`src/rtl/pipeline_ctrl.sv`:
```
// Pipeline sequencer: merges stage stall requests, raises flush/redirect on MEM exceptions.
// Optional stall watchdog is enabled by defining PIPELINE_CTRL_TIMEOUT_EN.
module pipeline_ctrl #(
   parameter logic [31:0] INT_VECTOR   = 32'h00000020,
   parameter logic [31:0] EXC_VECTOR   = 32'h00000040,
   parameter int unsigned FLUSH_CYCLES = 1,
   parameter int unsigned TIMEOUT      = 1024
) (
   input  logic        clk,
   input  logic        rst,
   input  logic        stallreq_if,
   input  logic        stallreq_id,
   input  logic        stallreq_ex,
   input  logic        stallreq_mem,
   input  logic [31:0] excepttype,
   input  logic [31:0] cp0_epc,
   input  logic        clr_cnt,
   output logic [5:0]  stall,
   output logic        flush,
   output logic [31:0] new_pc,
   output logic [31:0] stall_cnt,
   output logic [15:0] flush_cnt,
   output logic        stall_timeout
);

   localparam logic [31:0] EretCode = 32'h0000000e;
   localparam logic [31:0] IntCode  = 32'h00000001;

   if (FLUSH_CYCLES == 0 || FLUSH_CYCLES > 15 || TIMEOUT == 0) begin : g_bad_param
      $error("pipeline_ctrl: FLUSH_CYCLES must be 1..15 and TIMEOUT non-zero");
   end

   typedef enum logic [0:0] {StRun, StDrain} state_e;

   state_e      state_q;
   logic [3:0]  drain_q;
   logic [31:0] latched_pc_q;
   logic        accept;

   assign accept = (state_q == StRun) && (excepttype != 32'h0);

   always_comb begin
      stall  = 6'b000000;
      flush  = 1'b0;
      new_pc = 32'h0;
      if (!rst) begin
         if (state_q == StDrain) begin
            flush  = 1'b1;
            new_pc = latched_pc_q;
         end else if (accept) begin
            flush = 1'b1;
            if (excepttype == EretCode)     new_pc = cp0_epc;
            else if (excepttype == IntCode) new_pc = INT_VECTOR;
            else                            new_pc = EXC_VECTOR;
         end else if (stallreq_mem) begin
            stall = 6'b011111;
         end else if (stallreq_ex) begin
            stall = 6'b001111;
         end else if (stallreq_id || stallreq_if) begin
            stall = 6'b000111;
         end
      end
   end

   always_ff @(posedge clk or posedge rst) begin
      if (rst) begin
         state_q      <= StRun;
         drain_q      <= 4'd0;
         latched_pc_q <= 32'h0;
         stall_cnt    <= 32'h0;
         flush_cnt    <= 16'h0;
      end else begin
         unique case (state_q)
            StRun: begin
               if (accept) begin
                  latched_pc_q <= new_pc;
                  if (FLUSH_CYCLES > 1) begin
                     state_q <= StDrain;
                     drain_q <= 4'(FLUSH_CYCLES - 1);
                  end
               end
            end
            StDrain: begin
               drain_q <= drain_q - 4'd1;
               if (drain_q == 4'd1) state_q <= StRun;
            end
            default: state_q <= StRun;
         endcase

         if (clr_cnt) begin
            stall_cnt <= 32'h0;
            flush_cnt <= 16'h0;
         end else begin
            if (stall[0] && (stall_cnt != 32'hFFFFFFFF)) stall_cnt <= stall_cnt + 32'd1;
            if (accept && (flush_cnt != 16'hFFFF))       flush_cnt <= flush_cnt + 16'd1;
         end
      end
   end

`ifdef PIPELINE_CTRL_TIMEOUT_EN
   localparam logic [15:0] TimeoutLim = 16'(TIMEOUT);

   logic [15:0] run_len_q, run_len_d;
   logic        timeout_q;

   // Length of the current uninterrupted PC stall, saturating.
   always_comb begin
      run_len_d = 16'h0;
      if (stall[0]) run_len_d = (run_len_q == 16'hFFFF) ? run_len_q : run_len_q + 16'd1;
   end

   always_ff @(posedge clk or posedge rst) begin
      if (rst) begin
         run_len_q <= 16'h0;
         timeout_q <= 1'b0;
      end else begin
         run_len_q <= run_len_d;
         if (clr_cnt)                       timeout_q <= 1'b0;
         else if (run_len_d >= TimeoutLim)  timeout_q <= 1'b1;
      end
   end

   assign stall_timeout = timeout_q;
`else
   assign stall_timeout = 1'b0;
`endif

endmodule

```
`config.mk`:
```
export PLATFORM = sky130hd
export DESIGN_NAME = pipeline_ctrl
export DESIGN_NICKNAME = d
export VERILOG_FILES = /design/src/rtl/pipeline_ctrl.sv
export SDC_FILE = /design/constraint.sdc
export NUM_CORES = 1
export LEC_CHECK = 0
export ABC_AREA = 1
export CORE_UTILIZATION = 40
export CTS_BUF_LIST = sky130_fd_sc_hd__clkbuf_8
export CTS_CLUSTER_DIAMETER = 120
export CTS_CLUSTER_SIZE = 12
export DETAILED_ROUTE_END_ITERATION = 12
export GPL_ROUTABILITY_DRIVEN = 0
export PLACE_DENSITY_LB_ADDON = 0.1
export SLEW_MARGIN = 20
export SYNTH_ARGS = -nofsm -noshare
export SYNTH_HDL_FRONTEND = slang
export SYNTH_SLANG_ARGS = --single-unit
```
`constraint.sdc`:
```
create_clock -name clk -period 9.5 [get_ports clk]
set_input_delay 0.95 -clock clk [delete_from_list [all_inputs] [get_ports clk]]
set_output_delay 0.95 -clock clk [all_outputs]
set_load 0.02 [all_outputs]
```
==> impl_metrics.tcl, run 1 <==
set metrics [dict create \
    status "finished, final reports clean" \
    holdCritStartpoint "drain_q[3]" \
    rsz0062_at_grt "no" \
    num_rows 43 \
    antenna_left 0 \
    port_buffers 156 \
    insertion_delay_ps 380 \
    max_freq_mhz 221 \
    crit_chain "clkdlybuf4s50_1 -> nor2_1 -> nand2_1 -> nor2_1 -> nand2_2 -> nor2_4 -> nor2_4 -> buf_4 -> nand3_1 -> a21oi_1 -> clkdlybuf4s50_1" \
    dp.cells 1141 \
    crit_path_max_fanout 59 \
    synthesis.area_um2 5840 \
    internal-power_mw 0.568 \
    coreArea_um2 14000 \
    cts.repair.resized 0 \
    area_delta_synth_final_pct 31.1 \
    wl_mm 15.6 \
    tritoncts "yes" \
    relSlewSlack_pct 50.1 \
    hold_viol 0 \
    grt_max_degree 87 \
    numCtsBuffers 9 \
    p_clk_share_pct 42.4 \
    fin_cells 1157 \
    post-cts-setup-buffers 0 \
    place_area_um2 7410 \
    nNetsFinal 1047 \
    vdd_drop_max_uv 80.8 \
    crit_path_top_delay_cell "clkdlybuf4s50_1" \
    r2r_cells 10 \
    dieArea_um2 15100 \
    setup-violations-final 0 \
    die_x_um 123 \
    post-route-util_pct 54.5 \
    p_leak_nw 3.52 \
    via_per_inst 4.94 \
    grt_pass1_vias 5205 \
    dp_hpwl_mm 10.9 \
    drv_cap 0 \
    required_ps 8550 \
    antenna_found_initial 0 \
    power.total_mw 0.736 \
    drv_slew 0 \
    finalWorstPathRequiredPeriod_ps 4520 \
    ys_ff_latch 85 \
    reg2reg_from "stall_cnt[0]" \
    cts_root_buf "clkbuf_8" \
    ys_seq_area_share_pct 36.4 \
    drc 0 \
    ctsHoldBuffers 0 \
    drt_first_pass_iters 4 \
    setup_tns_ps 0 \
    initial_core_util_pct 41.6 \
    vias 5718 \
    min_path_type "register to register" \
    worstMarginPinSlew_ps 747 \
    yosysWarnings 0 \
    fill_cells 1360 \
    holdPathEnd "drain_q[3]" \
    fin_crit_sh_pct 47.5 \
    final_layout_size_suffix_gt1_share_pct 5.94 \
    r2r_end "stall_cnt[11]" \
    wl_per_cell_um 13.5 \
    combinationalPowerShare_pct 8.1 \
    clk_pin_slew_worst_paths_ps 80 \
    die_h_um 123 \
    fin_skew_ps 11.6 \
    grt-ovfl-total 0 \
    swShare_pct 22.9 \
    drtIter0Drc 395 \
    pwr-share-seq_pct 49.5 \
    post-route-cell-area_um2 7650 \
    rrSetupSlack_ps 7160 \
    netSwitchingPower_mw 0.168 \
    max_stage_delay_ps 630 \
    syn_inst 843 \
    start_kind "input pin" \
    track_usage_pct 21.7 \
    cts.path.max_buffers 2 \
    hold_depth 1 \
    synthDistinctLibCells 33 \
    antenna_cells 0 \
    worstPathArrival_ps 3570 \
    io_pins 159 \
    end_kind "output pin" \
    htree_levels 3 \
    grt_pass1_wl_mm 25.9 \
    cts_sinks 85 \
    power_per_cell_area_nw_per_um2 96.1 \
    syn_avg_cell_area_um2 6.92 \
    path_class "input pin to output pin" \
]
[Yosys cell counts (all sizes together)]
master | number | area, µm²
nor3 | 9 | 66.3
inv | 47 | 176
nand4 | 16 | 136
nor2 | 94 | 398
ha | 4 | 50.1
nand2 | 302 | 1160
conb | 1 | 3.75
xor2 | 26 | 228
a21oi | 36 | 180
a31oi | 1 | 6.26
nand3b | 25 | 188
nand3 | 132 | 716
clkbuf | 16 | 60.1
buf | 29 | 213
nor4 | 1 | 6.26
xnor2 | 9 | 78.8
dfrtp | 85 | 2130
o21ai | 8 | 40.0
clkinv | 2 | 7.51
[power by group through the flow]
stage / Combinational, mW / Sequential (mW) / Clock, mW
global placement: 0.0600 / 0.371 / 0
detailed placement: 0.0600 / 0.371 / 0
CTS: 0.0603 / 0.364 / 0.323
global route: 0.0658 / 0.364 / 0.339
floorplan: 0.0219 / 0.372 / 0
finish: 0.0594 / 0.364 / 0.312
[critical path, delay by kind of cell]
family | cells | cell delay [ps]
buffers and inverters | 3 | 1620
AND/OR/NAND/NOR | 7 | 740
AO/OA/AOI/OAI | 1 | 220
[registers in the layout, indices dropped and copies added, names as in the netlist]
signal / flops
stall_cnt: 32
flush_cnt: 16
latched_pc_q: 32
state_q: 1
drain_q: 4
[cells in the final DEF (no fill, tap or decap), drive strengths merged, types with 16 or more instances in the layout]
master	Yosys	routed
nand2	302	302
clkdlybuf4s50	0	156
nand3	132	132
nor2	94	94
dfrtp	85	85
inv	47	49
a21oi	36	36
xor2	26	26
nand3b	25	25
nand4	16	16
[metrics by stage]
| stage | hold slack [ps] | setup WS [ps] |
|---|---|---|
| 2_1_floorplan | 443 | 4770 |
| 3_3_place_gp | 457 | 5010 |
| 3_5_place_dp | 461 | 5000 |
| 4_1_cts | 474 | 4990 |
| 5_1_grt | 498 | 4730 |
| 6_report | 470 | 4980 |
[layout make-up]
type	count	area, µm²	share of cell area, %
Sequential cell	85	2130	27.8
Timing Repair Buffer	162	1610	21.0
Inverter	49	186	2.44
Multi-Input combinational cell	665	3260	42.7
Tap cell	180	225	2.94
Clock buffer	9	124	1.62
Clock inverter	7	115	1.50
[worst max-delay path by stage]
stage	startpoint	endpoint	slack, ps	cells after the start
global placement	excepttype[6]	new_pc[16]	5010	11
global route	excepttype[4]	new_pc[22]	4730	11
floorplan	rst	drain_q[0]	4770	3
detailed placement	excepttype[6]	new_pc[16]	5000	11
finish	excepttype[6]	new_pc[16]	4980	11
CTS	excepttype[6]	new_pc[22]	4990	11
[metal layers]
layer	share of wire [%]	vias to the layer above	GRT usage, %
met3	5.9	28	4.00
met1	49	2564	31.8
met4	2.1	0	7.24
met5	0	-	0
met2	43	152	31.7
li1	-	2974	-
[cells by family after synthesis]
logic type | after synthesis | share of synthesized area [%]
AO/OA/AOI/OAI | 45 | 3.88
XOR/XNOR | 35 | 5.25
adder cells (fa/ha/maj) | 4 | 0.857
buffers and inverters | 94 | 7.82
flip-flops | 85 | 36.4
other | 1 | 0.0642
AND/OR/NAND/NOR | 579 | 45.7
No activity file was read; power rests on OpenSTA's default activity.
==> inputs of run 2 (changes only) <==
==> constraint.sdc (replaced) <==
create_clock -name clk -period 4.7 [get_ports clk]
set_input_delay 0.47 -clock clk [delete_from_list [all_inputs] [get_ports clk]]
set_output_delay 0.47 -clock clk [all_outputs]
set_load 0.02 [all_outputs]
==> run 2 against run 1 <==
Against the previous run: register-to-register slack got worse by 4800 ps; via count rose by 0.17%; largest cell class unchanged; hold slack improved by 12 ps; first-iteration DRC count rose by 22%; worst setup slack got worse by 3700 ps; clock skew fell by 1.6 ps; power rose by 98%; sequential share of layout area barely moved; count of clock-buffer cells in the layout rose by 1; cell count barely moved.
==> impl_metrics.tcl, run 2 (same netlist as run 1, synthesis figures left out) <==
set metrics [dict create \
    reg2reg_from "stall_cnt[0]" \
    power_per_cell_area_nw_per_um2 190 \
    path_class "input pin to output pin" \
    die_x_um 123 \
    start_kind "input pin" \
    cts.repair.resized 0 \
    hold_viol 0 \
    finalWorstPathRequiredPeriod_ps 3380 \
    holdPathEnd "drain_q[3]" \
    insertion_delay_ps 370 \
    port_buffers 156 \
    die_h_um 123 \
    area_delta_synth_final_pct 31.1 \
    clk_pin_slew_worst_paths_ps 80 \
    drc 0 \
    hold_depth 1 \
    vias 5728 \
    drv_slew 0 \
    grt_max_degree 73 \
    holdCritStartpoint "drain_q[3]" \
    reg_top3 "latched_pc_q (32), stall_cnt (32), flush_cnt (16)" \
    nNetsFinal 1048 \
    worstMarginPinSlew_ps 771 \
    worstPathArrival_ps 2910 \
    grt_pass1_wl_mm 25.9 \
    post-route-util_pct 54.5 \
    r2r_end "stall_cnt[11]" \
    num_rows 43 \
    vdd_drop_max_uv 122 \
    drtIter0Drc 483 \
    final_common_cell "nand2_1" \
    htree_levels 3 \
    setup_tns_ps 0 \
    min_path_type "register to register" \
    wl_per_cell_um 13.6 \
    max_freq_mhz 296 \
    p_leak_nw 3.53 \
    fin_skew_ps 10.0 \
    relSlewSlack_pct 48.6 \
    end_kind "output pin" \
    drt_first_pass_iters 5 \
    antenna_found_initial 0 \
    rrSetupSlack_ps 2360 \
    coreArea_um2 14000 \
    crit_path_max_fanout 51 \
    antenna_cells 0 \
    r2r_cells 10 \
    io_pins 159 \
    fin_crit_sh_pct 71.9 \
    dieArea_um2 15100 \
    tritoncts "yes" \
    fill_cells 1403 \
    grt_pass1_vias 5174 \
    track_usage_pct 21.6 \
    setup-violations-final 0 \
    cts.path.max_buffers 2 \
    dp_hpwl_mm 10.9 \
    initial_core_util_pct 41.6 \
    ctsHoldBuffers 0 \
    cts_root_buf "clkbuf_8" \
    post-cts-setup-buffers 0 \
    via_per_inst 4.95 \
    antenna_left 0 \
    cts_sinks 85 \
    status "finished, final reports clean" \
    grt-ovfl-total 0 \
    final_layout_size_suffix_gt1_share_pct 6.13 \
    rsz0062_at_grt "no" \
    final_cell_mix "nand2_1 (295), clkdlybuf4s50_1 (156), nand3_1 (121), nor2_1 (85), dfrtp_1 (85)" \
    required_ps 4230 \
    wl_mm 15.8 \
    drv_cap 0 \
    numCtsBuffers 9 \
]
[run 2: worst max path at each step]
stage | from | end | slack, ps | cells after the start
after floorplan | rst | drain_q[0] | 450 | 3
after global placement | excepttype[6] | new_pc[31] | 1380 | 11
after detailed placement | excepttype[7] | new_pc[27] | 1310 | 11
after CTS | excepttype[7] | new_pc[27] | 1320 | 11
after global routing | excepttype[7] | new_pc[17] | 1060 | 11
final | excepttype[7] | new_pc[27] | 1320 | 11
[run 2: metrics by stage]
| step | cells | worst slack, ps | total power, mW | hold slack (ps) | cell area, µm² |
|---|---|---|---|---|---|
| 6_report | 1158 | 1320 | 1.45 | 481 | 7650 |
| 5_1_grt | 1158 | 1060 | 1.52 | 505 | 7650 |
| 4_1_cts | 1158 | 1320 | 1.48 | 479 | 7650 |
| 3_5_place_dp | 1142 | 1310 | 0.873 | 464 | 7430 |
| 3_3_place_gp | 1142 | 1380 | 0.874 | 461 | 7430 |
| 2_1_floorplan | 844 | 452 | 0.797 | 443 | 5840 |
[run 2: final cells by class]
cell class / instances / area [µm²] / area share, %
multi-input combinational: 665 / 3260 / 42.7
sequential: 85 / 2130 / 27.8
timing repair buffer: 163 / 1630 / 21.3
tap: 180 / 225 / 2.94
inverter: 49 / 186 / 2.44
clock buffer: 10 / 138 / 1.80
clock inverter: 6 / 86.3 / 1.13
[run 2: power breakdown]
group / switching, mW / total, mW / internal (mW)
registers: 0.00295 / 0.736 / 0.733
clock network: 0.284 / 0.597 / 0.313
logic: 0.0578 / 0.121 / 0.0635
total: 0.345 / 1.45 / 1.11
[run 2: layer usage]
metal  global-route usage (%)  up-vias  part of all wire (%)
met5                        0        -                     0
met4                     7.32        0                   1.7
met3                     3.30       22                   5.4
met2                     32.9      148                    44
met1                     31.1     2588                    49
li1                         -     2970                     -
[run 2: worst max-delay path, stage by stage]
cell	delay (ps)
clkdlybuf4s50_1	450
nor2_1	40
nand2_1	120
nor2_1	80
nand2_2	110
nor2_4	60
nor2_4	320
buf_12	280
nand3_1	160
a21oi_1	150
clkdlybuf4s50_1	650
